`src/rtl/rr_arb_4_idx.sv`:
```
// rr_arb_4_idx: four-requester round-robin arbiter with an encoded grant index.
//
// One grant is held at a time. It is released by done, by the grantee dropping
// its request, or by a hold-time limit of TIMEOUT cycles. Every release is followed
// by at least one idle cycle before the next grant. After a release, the
// requester after the released one gets first priority.
//
// Ports
//   clk        in   clock; all state changes on the rising edge
//   rst        in   synchronous active-high reset
//   req[3:0]   in   request lines, one per requester
//   done       in   current grantee releases its grant (ignored while idle)
//   idx[1:0]   out  encoded index of the current grantee (drives the 2x4 decoder select)
//   gnt_valid  out  idx holds an active grant
//   timeout    out  one-cycle pulse after a release forced only by the hold limit
module rr_arb_4_idx #(
    parameter int unsigned TIMEOUT = 16
) (
    input  logic       clk,
    input  logic       rst,
    input  logic [3:0] req,
    input  logic       done,
    output logic [1:0] idx,
    output logic       gnt_valid,
    output logic       timeout
);

    localparam int unsigned CntW = (TIMEOUT > 1) ? $clog2(TIMEOUT) : 1;
    localparam logic [CntW-1:0] CntMax = CntW'(TIMEOUT - 1);

    typedef enum logic [0:0] {StIdle, StGrant} state_e;

    state_e          state_q, state_d;
    logic [1:0]      ptr_q, ptr_d;
    logic [CntW-1:0] cnt_q, cnt_d;
    logic [1:0]      idx_q, idx_d;
    logic            gnt_valid_q, gnt_valid_d;
    logic            timeout_q, timeout_d;

    logic [1:0] sel_idx;
    logic [1:0] cand;
    logic       found;
    logic       at_limit;
    logic       early_rel;

    // Scan ptr, ptr+1, ptr+2, ptr+3 (mod 4); the first requester found wins.
    always_comb begin
        sel_idx = ptr_q;
        cand    = ptr_q;
        found   = 1'b0;
        for (int unsigned i = 0; i < 4; i++) begin
            cand = ptr_q + 2'(i);
            if (!found && req[cand]) begin
                sel_idx = cand;
                found   = 1'b1;
            end
        end
    end

    assign at_limit  = (cnt_q == CntMax);
    // Release requested by the grantee itself; it takes precedence over a limit hit.
    assign early_rel = done || !req[idx_q];

    always_comb begin
        state_d     = state_q;
        ptr_d       = ptr_q;
        cnt_d       = cnt_q;
        idx_d       = idx_q;
        gnt_valid_d = 1'b0;
        timeout_d   = 1'b0;
        unique case (state_q)
            StIdle: begin
                if (|req) begin
                    state_d     = StGrant;
                    idx_d       = sel_idx;
                    cnt_d       = '0;
                    gnt_valid_d = 1'b1;
                end
            end
            StGrant: begin
                if (early_rel || at_limit) begin
                    state_d   = StIdle;
                    ptr_d     = idx_q + 2'd1;
                    timeout_d = !early_rel;
                end else begin
                    cnt_d       = cnt_q + 1'b1;
                    gnt_valid_d = 1'b1;
                end
            end
            default: begin
                state_d = StIdle;
            end
        endcase
    end

    always_ff @(posedge clk) begin
        if (rst) begin
            state_q     <= StIdle;
            ptr_q       <= 2'd0;
            cnt_q       <= '0;
            idx_q       <= 2'd0;
            gnt_valid_q <= 1'b0;
            timeout_q   <= 1'b0;
        end else begin
            state_q     <= state_d;
            ptr_q       <= ptr_d;
            cnt_q       <= cnt_d;
            idx_q       <= idx_d;
            gnt_valid_q <= gnt_valid_d;
            timeout_q   <= timeout_d;
        end
    end

    assign idx       = idx_q;
    assign gnt_valid = gnt_valid_q;
    assign timeout   = timeout_q;

endmodule

```
`config.mk`:
```
export PLATFORM = sky130hd
export DESIGN_NAME = rr_arb_4_idx
export DESIGN_NICKNAME = d
export VERILOG_FILES = /design/src/rtl/rr_arb_4_idx.sv
export SDC_FILE = /design/constraint.sdc
export NUM_CORES = 1
export LEC_CHECK = 0
export ABC_AREA = 1
export BUFFER_PORTS_ARGS = -buffer_cell sky130_fd_sc_hd__buf_2
export CAP_MARGIN = 10
export CORE_ASPECT_RATIO = 0.7
export CORE_MARGIN = 2
export CORE_UTILIZATION = 35
export CTS_BUF_LIST = sky130_fd_sc_hd__clkbuf_4 sky130_fd_sc_hd__clkbuf_8
export DETAILED_ROUTE_END_ITERATION = 6
export PLACE_DENSITY = 0.55
export SETUP_SLACK_MARGIN = 0.02
export SLEW_MARGIN = 20
export SYNTH_ARGS = -nofsm -noshare
export SYNTH_HDL_FRONTEND = slang
export SYNTH_SLANG_ARGS = --single-unit
```
`constraint.sdc`:
```
create_clock -name clk -period 1.5 [get_ports clk]
set_input_delay 0.3 -clock clk [delete_from_list [all_inputs] [get_ports clk]]
set_output_delay 0.3 -clock clk [all_outputs]
set_load 0.01 [all_outputs]
```
# Word level (Yosys, flattened, before mapping)

Cells that the tools add are included.

Add/subtract/negate cells: 5
Magnitude comparators: 5
Reduce and logical (&&, ||, !) cells: 15
Bitwise logic cells: 2
Muxes and demuxes: 22
Equal/unequal tests: 3

Operators by type and width:

| cell                | count |
|---|---|
| $lt 2x3->1 const B  | 5 |
| $bmux 1 s2          | 5 |
| $mux 1              | 10 |
| $mux 4              | 2 |
| $pmux 4 s2          | 1 |
| $mux 2              | 3 |
| $reduce_and 2->1    | 3 |
| $logic_not 1->1     | 5 |
| $add 2x1->2 const B | 2 |
| $add 2x2->2 const B | 2 |
| $add 4x1->4 const B | 1 |
| $eq 4x4->1 const B  | 1 |
| $ne 2x2->1 const B  | 2 |
| $reduce_or 4->1     | 1 |
| $logic_and 1x1->1   | 3 |
| $reduce_or 3->1     | 1 |
| $logic_or 1x1->1    | 2 |
| $not 1->1           | 2 |
| $pmux 1 s2          | 1 |

Word-level logic and storage cells: 57
Flip-flop bits (word level): 10

# Depth between registers and ports, before layout

Gate-level depths: netlist of the first run.

Depth in word-level cells: 12
Mapped depth: 14
Gate-level depth less buffers: 13

# Least setup slack after synthesis of the first run

OpenSTA, ideal clock, no wires.

Kind: reg2reg
Start point: register ptr_q[0]
End point: register idx_q[0], in the netlist idx[0]
Slack: 0.185 ns
Arrival: 1.201 ns
Setup time: 0.113 ns
Clock period less this slack: 1.315 ns
Buffers on the path: 1
Stages on the path, launching flop included: 14
Path through: dfxtp_1 -> buf_6 -> inv_4 -> nand2_1 -> nand3_1 -> nand2_2 -> inv_1 -> nor2_8 -> nand2_2 -> nand2_2 -> nand2_1 -> nand2_1 -> o21ai_1 -> inv_1

Word-level cells in the longest chain between the ends: 12
Elaborated cells on any way between the ends: 23
Classes of those cells: 3 x add/sub; 14 x mux; 6 x reduce/logical

Ends and longest elaborated chain:

| element                                              | line | RTL |
|---|---|---|
| start, declared                                      | 34   | `logic [1:0] ptr_q, ptr_d;` |
| start signal, assigned                               | 106  | `ptr_q <= ptr_d;` |
| branches (longest 11 deep; another with $add 2x1->2) | -    |  |
| $mux 2 (*)                                           | 53   | `if (!found && req[cand]) begin` |
| end signal, assigned                                 | 108  | `idx_q <= idx_d;` |
| end, declared                                        | 36   | `logic [1:0] idx_q, idx_d;` |

Mark *: on every way between the ends. The select of a mux whose other input is x is not followed.
A chain may end at the register's enable or synchronous reset.

# Worst setup path in the final report of the first run

Start point: register cnt_q[1]
End point: register cnt_q[2]

Word-level cells in the longest chain between the ends: 4
Elaborated cells on any way between the ends: 7
Classes of those cells: 1 x add/sub; 2 x eq/ne; 2 x mux; 2 x reduce/logical

Ends and longest elaborated chain:

| element                                             | line | RTL |
|---|---|---|
| start, declared                                     | 35   | `logic [CntW-1:0] cnt_q, cnt_d;` |
| start signal, assigned                              | 107  | `cnt_q <= cnt_d;` |
| branches (longest 4 deep; another with $add 4x1->4) | -    |  |

Several ways; the timed one is not identified. The select of a mux whose other input is x is not followed.

==> results by group, run 1 <==
Detailed routing
  – DRC: 1
  – Routed wire length: 1590 um
  – Metal-1 WL: slightly above 900 um
  – Initial DRT Pass Iterations: 7
  – Routed vias: 727
  – Routed wl met2: 584 um
  – Wire length on met3: 70 um
  – Vias per cell: 4.63
  – Routed WL per cell: 10.2 um
  – Antenna-violating nets left: 0
  – Detailed Route Iter0 Violations: 30
  – DR top layer: met4

STA
  – Setup TNS: 0 ns
  – Period utilisation layout: between 90% and 100%
  – Number of setup violations in the final report: 0
  – Relative max-transition margin: between 70% and 80%
  – Slew Viols, Final: 0
  – Slew at the pin closest to its max-slew limit: 0.446 ns
  – Final hold vios: 0
  – Setup repair after global routing missed its margin: true
  – Skew final: between 0.005 and 0.006 ns
  – Peak Freq: 0.719 GHz
  – Tmin final: 1.39 ns

Clocking
  – H-tree depth: 1
  – CTS buffer count: 3
  – CTS Root Cell: clkbuf_4
  – CTS tree: done
  – Worst-path clk slew: roughly 0.07 ns
  – Worst-case clock buffer depth: 2
  – CTS sink count: 10
  – Cts hold-fix bufs: 0
  – Clock insertion delay at the later pin of the skew report: about 0.26 ns

Die
  – Top-Level Pins: 11
  – Starting Density: 38.5%
  – Die H: ~42 um
  – Core Region: 0.00192 mm2
  – Cell row count: 13
  – Die area: 0.00250 mm2
  – Horiz. Die Dim: 58.9 um

Power
  – Max VDD drop: 546 uV
  – Pleak: 0.462 nW
  – Pwr per Cell Area: 1070 mW/mm2
  – Final Power: 963 uW

Setup path
  – R2R depth: 5
  – Reg2Reg Setup Slack: about 0.11 ns
  – Worst setup SP type: flip-flop
  – Worst-path cell chain: ha_2 -> nand2_1 -> o211ai_1 -> nand3_1 -> a21oi_1
  – Required time worst endpoint: 1.69 ns
  – R2r endpoint: cnt_q[2]
  – CP Data Arrival Time: 1.58 ns
  – Slowest stage delay, CP: around 0.42 ns
  – Worst setup EP type: flip-flop
  – CP max-delay cell: o211ai_1
  – Class of the most critical setup path: flip-flop to flip-flop
  – Reg2reg start: cnt_q[1]
  – CP Max Fanout: 6

Global routing
  – Global route overflow: 0
  – Initial antenna violation count: 0
  – Pin count of the biggest net entering global routing: 9
  – First-pass GRT wire length: approximately 2800 um
  – Vias in the first global route: roughly 630
  – Total GRT Usage: 14.4%

Layout
  – Fillers: 210
  – Synth-to-Final Area Change: 22.0%
  – Ant. Diodes: 0
  – Final net count: between 100 and 150
  – Share of cells above drive strength 1: 34.8%

Yosys
  – Post-synthesis sequential area ratio: about 27%
  – Register bit count reported by yosys: 10
  – Post-synthesis cell count: 119
  – Distinct cells, synth: 21
  – YS warnings: 0
  – Mapped Area: 739 um2
  – Avg Cell Area, Syn: 6.21 um2
  – Syn nets: 127
  – Top cell type's share of synthesized area: a little over a quarter
  – Top cells by area, synth: dfxtp_1 (27%), nand2_1 (20%), nand3_1 (8.1%)
  – Synth area leader: dfxtp_1

Min path
  – Hold Path Origin: done
  – Min-Delay Path Class: primary input to flip-flop
  – Hold depth: 2
  – WHS Endpoint: timeout

Placement
  – Post-DP HPWL: 1300 um
  – Port bufs: 10
  – Placer Congestion: 0.895

Run status
  – Status: complete, but fails checks
  – Failing checks: DRC

Job
  – Max-cap violations: 0
-- flip-flops by register name, indices dropped and copies added, names as in the netlist --
register   count
cnt_q          4
idx            2
ptr_q          2
gnt_valid      1
timeout        1
-- critical path, delay by kind of cell (launching register included) --
family	cells	cell delay (ns)
compound gates	2	0.56
flops	1	0.35
simple gates	2	0.24
fa+ha+maj	1	0.18
-- stage by stage --
| stage | std cells | utilization [%] | area [um2] | worst slack (ns) | hold slack (ns) |
|---|---|---|---|---|---|
| final | 157 | 47.0 | 902 | 0.110 | 0.240 |
| after global placement | 152 | 42.8 | 821 | 0.0436 | 0.468 |
| after global routing | 157 | 47.0 | 902 | 0.000852 | 0.236 |
| after floorplan | 119 | - | 739 | 0.185 | 0.362 |
| after CTS | 156 | 44.7 | 858 | 0.110 | 0.220 |
| after detailed placement | 152 | 42.8 | 821 | 0.00821 | 0.484 |
-- power by group --
group          total, mW  switching [mW]  leakage [nW]  internal [mW]
clock network      0.236          0.0883        0.0210          0.147
logic              0.395           0.244         0.357          0.152
registers          0.333          0.0389        0.0844          0.294
total              0.963           0.371         0.462          0.592
-- cells in the mapped netlist (all sizes together) --
master	n
nor4	1
a21oi	9
o21ai	5
xor2	2
nor3	1
buf	1
inv	18
nor2	9
o211ai	2
dfxtp	10
nand3	12
nand2	48
ha	1
-- cell type report --
type                    count  area, um2  area share (%)
inverters                  18       72.6            8.04
flip-flops and latches     10        211            23.4
well taps                  22       27.5            3.05
repair buffers             13       72.6            8.04
clock buffers               4       36.3            4.02
multi-input cells          90        482            53.4
-- layer usage --
metal | global-route usage, % | vias up
li1 | - | 408
met1 | 23.1 | 301
met2 | 17.6 | 16
met3 | 6.48 | 2
met4 | 1.36 | 0
met5 | 0 | -
-- placed cells by master, fill, tap and decap left out, types with 4 or more instances in the layout --
| master | n |
|---|---|
| inv_2 | 4 |
| inv_1 | 13 |
| nor2_1 | 6 |
| buf_2 | 10 |
| nand3_1 | 12 |
| nand2_2 | 11 |
| a21oi_1 | 8 |
| nand2_1 | 34 |
| dfxtp_1 | 5 |
-- timing repair --
item                       CTS  global route
buffers inserted             0             1
setup endpoints to repair    1             9
cloned                       0             0
pin swaps                    0             9
resized for setup            1            18
-- how the worst max path moves through the flow --
stage,startpoint,to,slack [ns],cells after the start
2_1_floorplan,ptr_q[0],idx[0],0.19,13
3_3_place_gp,ptr_q[0],idx[0],0.04,13
3_5_place_dp,ptr_q[0],idx[0],0.008,11
4_1_cts,idx[0],cnt_q[1],0.11,10
5_1_grt,ptr_q[0],idx[0],0.0009,13
6_report,cnt_q[1],cnt_q[2],0.11,5
-- cells by family (layout without fill, tap and decap cells) --
family | Yosys count | in the layout | share of synthesized area, %
AO/OA/AOI/OAI | 16 | 16 | 12.0
XOR/XNOR | 2 | 2 | 2.37
adder cells (fa/ha/maj) | 1 | 1 | 1.69
buffers and inverters | 19 | 35 | 11.0
flip-flops | 10 | 10 | 27.1
AND/OR/NAND/NOR | 71 | 71 | 45.9
Note: power is estimated with default switching activity, not from simulation.
==> run 2: changes to the inputs <==
--- a/config.mk
+++ b/config.mk
@@ -6,14 +6,14 @@
 export NUM_CORES = 1
 export LEC_CHECK = 0
 export ABC_AREA = 1
-export BUFFER_PORTS_ARGS = -buffer_cell sky130_fd_sc_hd__buf_2
 export CAP_MARGIN = 10
 export CORE_ASPECT_RATIO = 0.7
 export CORE_MARGIN = 2
 export CORE_UTILIZATION = 35
 export CTS_BUF_LIST = sky130_fd_sc_hd__clkbuf_4 sky130_fd_sc_hd__clkbuf_8
 export DETAILED_ROUTE_END_ITERATION = 6
-export PLACE_DENSITY = 0.55
+export DONT_BUFFER_PORTS = 1
+export PLACE_DENSITY = 0.53
 export SETUP_SLACK_MARGIN = 0.02
 export SLEW_MARGIN = 20
 export SYNTH_ARGS = -nofsm -noshare
==> constraint.sdc (replaced) <==
create_clock -name clk -period 1.2 [get_ports clk]
set_input_delay 0.24 -clock clk [delete_from_list [all_inputs] [get_ports clk]]
set_output_delay 0.24 -clock clk [all_outputs]
set_load 0.01 [all_outputs]
==> run 2 against run 1 <==
The flow finishes with violations (DRC, setup timing). Combinational power grew 61%. Largest cell class unchanged. Count of clock-buffer cells in the layout stayed put. Design area grew 20%. Sequential power increased by 27%.
==> results by group, run 2 (synthesis results as in run 1) <==
Clocking
  – CTS tree: done (unchanged)
  – CTS sink count: 10 (unchanged)
  – H-tree depth: 1 (unchanged)
  – CTS Root Cell: clkbuf_4 (unchanged)
  – Worst-path clk slew: 0.07 ns (about the same)
  – Clock insertion delay at the later pin of the skew report: 0.27 ns (was 0.26 ns)
  – CTS buffer count: 3 (unchanged)
  – Worst-case clock buffer depth: 2 (unchanged)

Job
  – Max-cap violations: 0 (unchanged)

Layout
  – Final net count: 150 (was 144)
  – Commonest non-fill, non-tap cells in the layout: nand2_1 (22), nand2_2 (21), buf_4 (17), inv_1 (11) (was nand2_1 (34), inv_1 (13), nand3_1 (12), nand2_2 (11), buf_2 (10))
  – Final instance area: 0.00108 mm2 (was 902 um2)
  – Fillers: 174 (was 210)
  – Commonest non-fill, non-tap cell in the layout: nand2_1 (unchanged)
  – Synth-to-Final Area Change: 46.2% (was 22.0%)
  – Share of cells above drive strength 1: 55.3% (was 34.8%)
  – Biggest register: cnt_q (unchanged)
  – Max FFs per register: 4 (unchanged)
  – Ant. Diodes: 0 (unchanged)

Setup path
  – Critical Path Source: ptr_q[0] (was cnt_q[1])
  – Reg2Reg Setup Slack: -0.14 ns (was 0.11 ns)
  – R2R depth: 11 (was 5)
  – Worst setup EP type: flip-flop (unchanged)
  – CP Data Arrival Time: 1.51 ns (was 1.58 ns)
  – Worst setup SP type: flip-flop (unchanged)
  – R2r endpoint: idx[0] (was cnt_q[2])
  – Required time worst endpoint: 1.37 ns (was 1.69 ns)
  – Class of the most critical setup path: flip-flop to flip-flop (unchanged)
  – Reg2reg start: ptr_q[0] (was cnt_q[1])
  – CP Max Fanout: 8 (was 6)

STA
  – Setup repair after global routing missed its margin: true (unchanged)
  – Worst setup margin: -0.137 ns (was 0.110 ns)
  – Skew final: 0.00113 ns (was 0.00551 ns)
  – Relative max-transition margin: 80.1% (was 70.1%)
  – Setup TNS: -0.835 ns (was 0 ns)
  – Slew Viols, Final: 0 (unchanged)
  – Number of setup violations in the final report: 9 (was 0)
  – Peak Freq: 0.748 GHz (was 0.719 GHz)
  – Slew at the pin closest to its max-slew limit: 0.298 ns (was 0.446 ns)
  – Period utilisation layout: 111% (was 92.7%)
  – Final hold vios: 0 (unchanged)
  – Tmin final: 1.34 ns (was 1.39 ns)

Power
  – Final Power: 1.34 mW (was 963 uW)
  – Pleak: 0.510 nW (was 0.462 nW)
  – Pwr per Cell Area: 1240 mW/mm2 (was 1070 mW/mm2)
  – Max VDD drop: 708 uV (was 546 uV)

Min path
  – Hold Path Origin: rst (was done)
  – WHS Endpoint: cnt_q[1] (was timeout)
  – Hold depth: 1 (was 2)
  – Min-Delay Path Class: primary input to flip-flop (unchanged)

Detailed routing
  – DRC: 1 (unchanged)
  – Vias per cell: 4.93 (was 4.63)
  – Routed wire length: 1920 um (was 1590 um)
  – Antenna-violating nets left: 0 (unchanged)
  – Detailed Route Iter0 Violations: 25 (was 30)
  – Routed vias: 804 (was 727)
  – Routed WL per cell: 11.8 um (was 10.2 um)
  – Initial DRT Pass Iterations: 6 (was 7)

Die
  – Die area: 0.00250 mm2 (unchanged)
  – Core Region: 0.00192 mm2 (unchanged)
  – Cell row count: 13 (unchanged)
  – Die H: 42.5 um (unchanged)
  – Top-Level Pins: 11 (unchanged)
  – Starting Density: 38.5% (unchanged)
  – Horiz. Die Dim: 58.9 um (unchanged)

Placement
  – Dpl ws: -0.270 ns (was 0.00821 ns)
  – Placer Congestion: 0.801 (was 0.895)
  – DP Area: 901 um2 (was 821 um2)
  – Post-DP HPWL: 1430 um (was 1300 um)
  – Port bufs: 0 (was 10)

Global routing
  – First-pass GRT wire length: 3210 um (was 2780 um)
  – Pin count of the biggest net entering global routing: 9 (unchanged)
  – Global route overflow: 0 (unchanged)
  – Vias in the first global route: 702 (was 632)
  – Initial antenna violation count: 0 (unchanged)
  – Total GRT Usage: 16.9% (was 14.4%)

Run status
  – Status: complete, but fails checks (unchanged)
  – Failing checks: DRC, setup timing (was DRC)
[run 2: cell types whose count changed in the layout (fill, tap and decap cells not counted), sizes merged]
cell | before | now
buf | 13 | 18
dlygate4sd3 | 0 | 1
[run 2: final cells by class]
cell class	count	area (um2)	area share, %
timing repair buffer	19	149	13.8
clock buffer	4	30.0	2.78
tap	22	27.5	2.55
sequential	10	213	19.7
multi-input combinational	90	584	54.1
inverter	18	77.6	7.18
[run 2: timing repair]
action | 4_1_cts | 5_1_grt
endpoints found under the setup margin | 10 | 10
hold buffers | 0 | 1
buffers inserted | 2 | 1
endpoints found under the hold margin | 0 | 1
gates resized for setup | 13 | 25
pin swaps | 17 | 12
[run 2: layer usage]
layer,vias to the layer above,share of wire [%],global-route usage (%)
li1,418,-,-
met1,366,50,25.3
met2,18,43,22.7
met3,2,6.7,5.86
met4,0,0.52,4.09
met5,-,0,0
[run 2: worst max path at each step]
| stage | slack (ns) | depth (start not counted) | end |
|---|---|---|---|
| 4_1_cts | -0.11 | 10 | ptr_q[0] |
| 2_1_floorplan | -0.07 | 13 | idx[0] |
| 3_3_place_gp | -0.25 | 13 | idx[0] |
| 3_5_place_dp | -0.27 | 13 | idx[0] |
| 5_1_grt | -0.25 | 13 | idx[0] |
| 6_report | -0.14 | 11 | idx[0] |
[run 2: stage by stage]
stage          std cells  util, %  hold WS (ns)
4_1_cts              161     51.2        0.0119
5_1_grt              163     56.3       0.00274
3_3_place_gp         155     46.9         0.298
3_5_place_dp         155     46.9         0.300
2_1_floorplan        119        -         0.295
6_report             163     56.3        0.0192
[run 2: power breakdown]
part           total (mW)  internal [mW]  switching, mW
logic               0.637          0.277          0.360
registers           0.424          0.369         0.0549
clock network       0.281          0.151          0.129
total                1.34          0.797          0.544
[run 2: worst max-delay path: stages (launching register included)]
cell and delay [ns]:
dfxtp_4 0.44, inv_8 0.06, nand2_2 0.07, nand3_2 0.06, nand2_2 0.10, inv_2 0.06, nor2_8 0.12, nand2_2 0.07
nand2_2 0.06, nor2_1 0.04, o21ai_1 0.11, inv_1 0.04
